## config.mk

```make
export PLATFORM = sky130hd
export DESIGN_NAME = ksa4_result_capture
export DESIGN_NICKNAME = d
export VERILOG_FILES = /design/src/rtl/ksa4_cap_pkg.sv /design/src/rtl/ksa4_cap_fifo.sv /design/src/rtl/ksa4_result_capture.sv
export SDC_FILE = /design/constraint.sdc
export NUM_CORES = 1
export LEC_CHECK = 0
export CORE_ASPECT_RATIO = 1.25
export CORE_MARGIN = 5
export CORE_UTILIZATION = 34
export CTS_BUF_LIST = sky130_fd_sc_hd__clkbuf_4
export CTS_CLUSTER_SIZE = 25
export DETAILED_ROUTE_END_ITERATION = 16
export GPL_TIMING_DRIVEN = 1
export PLACE_DENSITY = 0.57
export SLEW_MARGIN = 25
export SYNTH_ARGS = -nofsm -noshare
export SYNTH_HDL_FRONTEND = slang
export SYNTH_SLANG_ARGS = --single-unit
```

## constraint.sdc

```tcl
create_clock -name GCLK_Pad -period 3.4 [get_ports GCLK_Pad]
set_input_delay 0.34 -clock GCLK_Pad [delete_from_list [all_inputs] [get_ports GCLK_Pad]]
set_output_delay 0.34 -clock GCLK_Pad [all_outputs]
set_load 0.1 [all_outputs]
```

## src/rtl/ksa4_cap_pkg.sv

```systemverilog
// Shared types and helpers for the KSA4 result-capture block: result width,
// FSM state encoding, operand bundle and the reference 4-bit sum.
package ksa4_cap_pkg;

  localparam int RES_W = 5;

  typedef logic [RES_W-1:0] result_t;

  typedef enum logic {
    WARM = 1'b0,
    RUN  = 1'b1
  } state_t;

  typedef struct packed {
    logic [3:0] a;
    logic [3:0] b;
    logic       cin;
  } operand_t;

  // Reference result {cout,sum[3:0]} of a 4-bit add with carry-in.
  function automatic result_t exp_sum(input logic [3:0] a, input logic [3:0] b,
                                      input logic cin);
    return result_t'(a) + result_t'(b) + result_t'(cin);
  endfunction

endpackage

```

## src/rtl/ksa4_cap_fifo.sv

```systemverilog
// First-word-fall-through FIFO. The head entry is visible on data_o while not
// empty. Pointers carry an extra wrap bit so full and empty are distinguishable.
module ksa4_cap_fifo #(
  parameter int DEPTH = 8,
  parameter int WIDTH = 5
) (
  input  logic             clk_i,
  input  logic             rst_i,
  input  logic             push_i,
  input  logic             pop_i,
  input  logic [WIDTH-1:0] data_i,
  output logic [WIDTH-1:0] data_o,
  output logic             full_o,
  output logic             empty_o
);

  localparam int AW = $clog2(DEPTH);

  logic [AW:0]      wr_ptr_q, wr_ptr_d;
  logic [AW:0]      rd_ptr_q, rd_ptr_d;
  logic [WIDTH-1:0] mem_q [DEPTH];
  logic             do_push, do_pop;

  assign empty_o = (wr_ptr_q == rd_ptr_q);
  assign full_o  = (wr_ptr_q[AW] != rd_ptr_q[AW]) &&
                   (wr_ptr_q[AW-1:0] == rd_ptr_q[AW-1:0]);

  // A push into a full FIFO only lands when the head leaves on the same edge.
  assign do_pop  = pop_i && !empty_o;
  assign do_push = push_i && (!full_o || do_pop);

  assign wr_ptr_d = do_push ? wr_ptr_q + 1'b1 : wr_ptr_q;
  assign rd_ptr_d = do_pop  ? rd_ptr_q + 1'b1 : rd_ptr_q;

  // NOTE: sequential state uses non-blocking (<=) so every register samples
  // the pre-edge values regardless of process evaluation order.
  always_ff @(posedge clk_i or posedge rst_i) begin
    if (rst_i) begin
      wr_ptr_q <= '0;
      rd_ptr_q <= '0;
    end else begin
      wr_ptr_q <= wr_ptr_d;
      rd_ptr_q <= rd_ptr_d;
    end
  end

  // NOTE: storage is deliberately not reset; the pointers alone define which
  // entries are live, and an unreset array maps onto plain RAM/flops.
  always_ff @(posedge clk_i) begin
    if (do_push) begin
      mem_q[wr_ptr_q[AW-1:0]] <= data_i;
    end
  end

  assign data_o = empty_o ? '0 : mem_q[rd_ptr_q[AW-1:0]];

endmodule

```

## src/rtl/ksa4_result_capture.sv

```systemverilog
// Result capture for the 4-bit Kogge-Stone adder: aligns result bits with a
// delayed valid tag, suppresses them during warm-up and queues them in a FWFT
// FIFO. Define KSA4_CAP_CHECK_EN to add the operand-based result checker.
module ksa4_result_capture
  import ksa4_cap_pkg::*;
#(
  parameter int PIPE_DEPTH = 4,
  parameter int WARMUP     = 20,
  parameter int FIFO_DEPTH = 8
) (
  input  logic             GCLK_Pad,
  input  logic             RST_Pad,
  input  logic             in_valid_Pad,
  input  logic             sum0_Pad,
  input  logic             sum1_Pad,
  input  logic             sum2_Pad,
  input  logic             sum3_Pad,
  input  logic             cout_Pad,
  input  logic             rd_en_Pad,
`ifdef KSA4_CAP_CHECK_EN
  input  logic [3:0]       a_Pad,
  input  logic [3:0]       b_Pad,
  input  logic [0:0]       cin_Pad,
  output logic             mism_Pad,
  output logic [7:0]       mism_cnt_Pad,
`endif
  output logic             rd_valid_Pad,
  output logic [RES_W-1:0] rd_data_Pad,
  output logic             full_Pad,
  output logic             overflow_Pad,
  output logic             ready_Pad,
  output logic [7:0]       res_cnt_Pad
);

  state_t                state_q, state_d;
  logic [7:0]            warm_q, warm_d;
  logic [PIPE_DEPTH-1:0] vld_q, vld_d;
  logic [7:0]            cnt_q, cnt_d;
  logic                  ovf_q, ovf_d;
  logic                  fifo_full, fifo_empty;
  logic                  wr_req, rd_pop, push, drop;
  result_t               res;

  assign res = {cout_Pad, sum3_Pad, sum2_Pad, sum1_Pad, sum0_Pad};

  always_ff @(posedge GCLK_Pad or posedge RST_Pad) begin
    if (RST_Pad) begin
      state_q <= WARM;
      warm_q  <= '0;
    end else begin
      state_q <= state_d;
      warm_q  <= warm_d;
    end
  end

  // NOTE: every variable written here gets a default first, so no path can
  // leave it unassigned and infer a latch.
  always_comb begin
    state_d = state_q;
    warm_d  = warm_q;
    case (state_q)
      WARM: begin
        warm_d = warm_q + 8'd1;
        if (warm_q == 8'(WARMUP - 1)) state_d = RUN;
      end
      RUN: state_d = RUN;
    endcase
  end

  always_comb begin
    ready_Pad = (state_q == RUN);
  end

  // Valid tag shifts in both states; the last stage lines up with the result.
  always_comb begin
    vld_d    = vld_q;
    vld_d[0] = in_valid_Pad;
    for (int i = 1; i < PIPE_DEPTH; i++) vld_d[i] = vld_q[i-1];
  end

  assign wr_req = (state_q == RUN) && vld_q[PIPE_DEPTH-1];
  assign rd_pop = rd_en_Pad && !fifo_empty;
  assign push   = wr_req && (!fifo_full || rd_pop);
  assign drop   = wr_req && !push;

  assign cnt_d = push ? cnt_q + 8'd1 : cnt_q;
  assign ovf_d = ovf_q | drop;

  always_ff @(posedge GCLK_Pad or posedge RST_Pad) begin
    if (RST_Pad) begin
      vld_q <= '0;
      cnt_q <= '0;
      ovf_q <= 1'b0;
    end else begin
      vld_q <= vld_d;
      cnt_q <= cnt_d;
      ovf_q <= ovf_d;
    end
  end

  ksa4_cap_fifo #(
    .DEPTH (FIFO_DEPTH),
    .WIDTH (RES_W)
  ) u_fifo (
    .clk_i   (GCLK_Pad),
    .rst_i   (RST_Pad),
    .push_i  (push),
    .pop_i   (rd_pop),
    .data_i  (res),
    .data_o  (rd_data_Pad),
    .full_o  (fifo_full),
    .empty_o (fifo_empty)
  );

  assign rd_valid_Pad = !fifo_empty;
  assign full_Pad     = fifo_full;
  assign overflow_Pad = ovf_q;
  assign res_cnt_Pad  = cnt_q;

`ifdef KSA4_CAP_CHECK_EN
  operand_t   op_q [PIPE_DEPTH];
  operand_t   op_d [PIPE_DEPTH];
  logic       mism_q, mism_d;
  logic [7:0] mism_cnt_q, mism_cnt_d;

  // Operands travel alongside the valid tag; dropped writes are still checked.
  always_comb begin
    op_d    = op_q;
    op_d[0] = {a_Pad, b_Pad, cin_Pad};
    for (int i = 1; i < PIPE_DEPTH; i++) op_d[i] = op_q[i-1];
    mism_d = wr_req && (res != exp_sum(op_q[PIPE_DEPTH-1].a, op_q[PIPE_DEPTH-1].b,
                                       op_q[PIPE_DEPTH-1].cin));
    mism_cnt_d = mism_cnt_q;
    if (mism_d && (mism_cnt_q != 8'hFF)) mism_cnt_d = mism_cnt_q + 8'd1;
  end

  always_ff @(posedge GCLK_Pad or posedge RST_Pad) begin
    if (RST_Pad) begin
      op_q       <= '{default: '0};
      mism_q     <= 1'b0;
      mism_cnt_q <= '0;
    end else begin
      op_q       <= op_d;
      mism_q     <= mism_d;
      mism_cnt_q <= mism_cnt_d;
    end
  end

  assign mism_Pad     = mism_q;
  assign mism_cnt_Pad = mism_cnt_q;
`endif

endmodule

```

==> results of run 1 <==
## cell type report
type	instances	share of cell area
Clock inverter	7	0.0121
Clock buffer	9	0.0198
Multi-Input combinational cell	95	0.276
Timing Repair Buffer	27	0.0725
Inverter	4	0.00440
Tap cell	120	0.0440
Sequential cell	70	0.571
## registers in the layout, summed over array words and instances, names as in the netlist
register,flops
u_fifo.mem_q,40
res_cnt_Pad,8
u_fifo.rd_ptr_q,4
warm_q,8
overflow_Pad,1
u_fifo.wr_ptr_q,4
vld_q,4
ready_Pad,1
## path summary, 6_finish.rpt
check | from | to | slack (ps) | cells past startpoint
max in group asynchronous | RST_Pad | overflow_Pad | 2830 | 3
worst min register to register | vld_q[1] | vld_q[2] | 360 | 0
worst max-delay path | u_fifo.rd_ptr_q[1] | rd_data_Pad[3] | 630 | 4
worst min-delay path | RST_Pad | u_fifo.wr_ptr_q[2] | 280 | 3
worst max register to register | u_fifo.rd_ptr_q[1] | u_fifo.mem_q[1][4] | 800 | 4
min in group GCLK_Pad | in_valid_Pad | vld_q[0] | 360 | 1
## cells by family (layout without fill, tap and decap cells)
family | Yosys count | after routing
muxes | 19 | 19
AOI/OAI and AO/OA | 12 | 12
xor gates and xnor gates | 25 | 25
buffers and inverters | 15 | 47
DFF | 70 | 70
and+or+nand+nor | 35 | 35
adders and majority gates | 4 | 4
## per-stage QoR
step,instances,worst slack [ps]
5_1_grt,332,361
2_1_floorplan,180,535
6_report,332,631
3_3_place_gp,316,790
3_5_place_dp,316,646
4_1_cts,332,514
## Yosys cell counts, types with 2 or more instances
| cell | n | share of area |
|---|---|---|
| dfrtp_1 | 30 | 0.25 |
| buf_2 | 2 | 0.0034 |
| mux4_2 | 10 | 0.076 |
| xnor2_1 | 18 | 0.053 |
| xor2_1 | 5 | 0.015 |
| edfxtp_1 | 40 | 0.41 |
| o2111ai_1 | 2 | 0.0059 |
| buf_6 | 3 | 0.011 |
| nor2_1 | 6 | 0.0076 |
| mux2i_1 | 5 | 0.017 |
| xor2_2 | 2 | 0.011 |
| o211ai_1 | 4 | 0.010 |
| nor3_1 | 4 | 0.0068 |
| inv_1 | 3 | 0.0038 |
| nand2_1 | 4 | 0.0051 |
| nor4b_1 | 3 | 0.0089 |
| ha_1 | 4 | 0.017 |
| o21ai_0 | 2 | 0.0034 |
| nand3_1 | 2 | 0.0034 |
| mux2_2 | 3 | 0.011 |
| and3_1 | 6 | 0.013 |
| clkbuf_1 | 4 | 0.0051 |
## tightest hold or removal path, stage by stage
cell and delay, ps:
clkdlybuf4s50_1 390, inv_1 50, buf_4 350
## metal layers
| layer | part of all wire | up-vias | GRT usage |
|---|---|---|---|
| met5 | 0 | - | 0 |
| met4 | 0.028 | 0 | 0.0733 |
| met3 | 0.041 | 12 | 0.0296 |
| met2 | 0.47 | 34 | 0.161 |
| met1 | 0.46 | 787 | 0.148 |
| li1 | - | 728 | - |
==> metrics.yaml, run 1 <==
synthesis:
  ys_types: 40
  synthArstFlopShare: 0.429
  ys_ff_latch: 70
  post_synth.cell_area_avg_um2: 16.5
  seq_area_frac_synth: 0.659
  synthMuxAreaShare: 0.109
  netlist_area_um2: 2960
  netlist_instances: 180
  synth_edf_count: 40
  area_share_of_and_or_nand_nor_cells_after_synthesis: 0.0731
  synthAdderAreaFrac: 0.0169
  synth_area_in_compound_gates: 0.0334
  yosys.area_share.xor_xnor: 0.0790
  yosysWarningCount: 0
  synth_top_flop_cell: "edfxtp_1"
  dominant_combinational_cell_family_by_area_after_synthesis: "multiplexers"
  synthesis.nets: 193
layout:
  final_core_utilization: 0.397
  filler_cell_count: 788
  design_area_um2: 3420
  nNetsFinal: 220
  layout.area.seq_um2: 1950
  most-common-layout-cells: "edfxtp_1 (40), dfrtp_1 (30), xnor2_1 (18), clkdlybuf4s50_1 (18), mux4_2 (10)"
  area.growth.synth_to_final_pct: 15.3
  final_layout_size_suffix_gt1_frac: 0.217
  layout_commonest_cell: "edfxtp_1"
  multi_input_area_um2: 942
  num_antenna_cells: 0
global_routing:
  grt_pass1_vias: 1604
  globalRouteTotalUtil: 0.112
  grt_max_degree: 31
  grt.overflow.total: 0
  grt_first_pass_wirelength_mm: 8.69
  initial_antenna_violation_count: 0
detailed_routing:
  wl_per_cell_um: 15.7
  ant_nets: 0
  detail_route.drc_violations: 0
  via_per_inst: 4.70
  drt_pass_1_iters: 4
  drt_wl_total_mm: 5.23
  number_of_violations_reported_at_the_end_of_detailed_routing_iteration_0: 63
  num_vias: 1561
hold_path:
  hold_class: "in -> async"
timing:
  finalHoldWorstSlack_ps: 280
  grt_setup_unrepaired: "false"
  timing.fmax_mhz: 361
  worst_slew_margin_rel: 0.344
  tightest_slew_ps: 970
  final.period_utilization: 0.814
  tns_ps: 0
  finalHoldViolations: 0
  report.final.setup_viol: 0
  final.min_clock_period_ps: 2770
  worst_clock_skew_ps: 18.1
  final-max-slew-violation-count: 0
floorplan:
  core_region_area_um2: 8610
  die-area_um2: 10700
  die_h_um: 114
  initial_utilization: 0.344
  top_level_i_o_count: 26
  die_width_um: 93.5
  fp-row-count: 38
setup_path:
  worst_setup_path_start_kind: "flip-flop"
  crit_path_max_incr_delay_ps: 750
  critPathRequiredTime_ps: 3060
  cp_cell_sequence: "xor2_2 > nor4_2 > nor2_1 > buf_4"
  timing.critical_path.fanout_max: 14
  cp.buffers_inverters: 1
  worst_path_dominant_cell_family: "simple AND/OR/NAND/NOR gates"
  critPathKind: "reg -> out"
  critPathSlowestCell: "dfrtp_1"
  critPathCaptureType: "output port"
  worst-endpoint-arrival_ps: 2430
clock_tree:
  cts.sinks: 70
  cts-hold-fix-buffers: 0
  tritoncts: "built"
  clock_path_buffers: 2
  numCtsBuffers: 9
  clock_tree.htree_level_count: 3
  ctsResizeCount: 0
  cts.root.buffer_cell: "clkbuf_4"
  cts_setup_buffers: 0
  clock_insertion_delay_worst_skew_ps: 430
  clk_pin_slew_ps: 120
run_status:
  outcome: "complete, no violations"
placement:
  port_buffers: 25
  detailed_place_hpwl_mm: 3.65
  postPlaceCellArea_um2: 3290
  globalplace.congestion: 0.735
flow_run:
  cap_viol_max_count: 0
Power of run 1 is not shown: default switching activity piles up to over one toggle a cycle in this logic, so the estimate is an artifact.
==> inputs of run 2 (changes only) <==
==> constraint.sdc (replaced) <==
create_clock -name GCLK_Pad -period 2.9 [get_ports GCLK_Pad]
set_input_delay 0.29 -clock GCLK_Pad [delete_from_list [all_inputs] [get_ports GCLK_Pad]]
set_output_delay 0.29 -clock GCLK_Pad [all_outputs]
set_load 0.1 [all_outputs]
==> run 2 against run 1 <==
Effect of this change:
- die area unchanged
- via count up 0.58%
- routed wire length up 1.6%
- highest routed layer unchanged
- cell count up 2.7%
- largest cell class unchanged
- clock skew down 7.4 ps
==> metrics.yaml, run 2 (synthesis results as in run 1) <==
setup_path:
  worst-endpoint-arrival_ps: 2060
  worst_r2r_start: "u_fifo.rd_ptr_q[2]"
  critPathKind: "reg -> out"
  critPathCaptureType: "output port"
  timing.critical_path.fanout_max: 13
  worst_setup_path_start_kind: "flip-flop"
  timing.rr.end: "u_fifo.mem_q[2][0]"
  critPathRequiredTime_ps: 2610
  r2r_cells: 4
  rrSetupSlack_ps: 550
timing:
  final-max-slew-violation-count: 0
  final.period_utilization: 0.810
  worst_clock_skew_ps: 10.7
  report.final.setup_viol: 0
  final.min_clock_period_ps: 2350
  timing.fmax_mhz: 426
  tns_ps: 0
  grt_setup_unrepaired: "false"
  tightest_slew_ps: 1030
  worst_slew_margin_rel: 0.303
  finalHoldViolations: 0
clock_tree:
  numCtsBuffers: 9
  ctsResizeCount: 0
  clock_insertion_delay_worst_skew_ps: 410
  clock_path_buffers: 2
  cts.sinks: 70
  cts-hold-fix-buffers: 0
  clock_tree.htree_level_count: 3
  cts.root.buffer_cell: "clkbuf_4"
  tritoncts: "built"
  clk_pin_slew_ps: 110
  cts_setup_buffers: 0
global_routing:
  initial_antenna_violation_count: 1
  globalRouteTotalUtil: 0.115
  grt_max_degree: 31
  grt_first_pass_wirelength_mm: 8.97
  grt_pass1_vias: 1684
  grt.overflow.total: 0
detailed_routing:
  num_vias: 1570
  drt_pass_1_iters: 4
  number_of_violations_reported_at_the_end_of_detailed_routing_iteration_0: 85
  drt_wl_total_mm: 5.31
  detail_route.drc_violations: 0
  ant_nets: 0
  wl_per_cell_um: 15.6
  via_per_inst: 4.60
floorplan:
  top_level_i_o_count: 26
  die_h_um: 114
  fp-row-count: 38
  initial_utilization: 0.344
  core_region_area_um2: 8610
  die-area_um2: 10700
  die_width_um: 93.5
placement:
  globalplace.congestion: 0.732
  port_buffers: 25
  detailed_place_hpwl_mm: 3.87
flow_run:
  cap_viol_max_count: 0
layout:
  layout.area.seq_um2: 1950
  nNetsFinal: 228
  filler_cell_count: 778
  largest_register_ffs: 40
  layout_commonest_cell: "edfxtp_1"
  area.growth.synth_to_final_pct: 21.3
  most-common-layout-cells: "edfxtp_1 (40), dfrtp_1 (30), buf_4 (21)"
  multi_input_area_um2: 936
  final_layout_size_suffix_gt1_frac: 0.300
hold_path:
  hold_class: "in -> async"
run_status:
  outcome: "complete, no violations"
==> run 2: changes by cell type in the layout (fill, tap and decap cells not counted), sizes merged <==
cell	before	now
clkdlybuf4s50	18	8
diode	0	1
clkinv	6	3
bufinv	0	3
buf	9	27
==> run 2: worst max-delay path by stage <==
stage / from / cells after the start / to
5_1_grt: u_fifo.rd_ptr_q[0] / 5 / rd_data_Pad[1]
6_report: u_fifo.rd_ptr_q[0] / 5 / rd_data_Pad[1]
3_3_place_gp: u_fifo.rd_ptr_q[2] / 4 / u_fifo.mem_q[2][2]
3_5_place_dp: u_fifo.rd_ptr_q[2] / 4 / u_fifo.mem_q[4][2]
2_1_floorplan: ready_Pad / 6 / u_fifo.mem_q[4][0]
4_1_cts: u_fifo.rd_ptr_q[0] / 5 / rd_data_Pad[1]
==> run 2: critical path, stage by stage (launching register included) <==
cell and delay (ps):
dfrtp_1 410, buf_4 280, mux4_2 570, mux2i_1 140, nor2_1 80, buf_12 170
==> run 2: layout make-up <==
type	instances	share of cell area
inverter	4	0.00418
clock inverter	7	0.0313
timing repair buffer	35	0.0996
sequential	70	0.543
clock buffer	9	0.0188
tap	120	0.0418
antenna	1	0.000696
multi-input combinational	95	0.260
==> run 2: metal layers <==
layer / wire (um) / vias to the layer above / GRT usage
met5: 0 / - / 0
met4: 129 / 0 / 0.0645
met3: 202 / 11 / 0.0394
met2: 2600 / 19 / 0.177
met1: 2380 / 796 / 0.139
li1: - / 744 / -
==> run 2: stage by stage <==
step                area [um^2]  hold slack (ps)  utilization  instances  worst slack, ps
floorplan                  2960              321            -        180             35.4
global placement           3400              332        0.395        324              640
detailed placement         3400              336        0.395        324              559
CTS                        3580              218        0.416        340              492
global route               3590              252        0.418        341              386
finish                     3590              237        0.418        341              552
Power of run 2 is left out for the same reason.
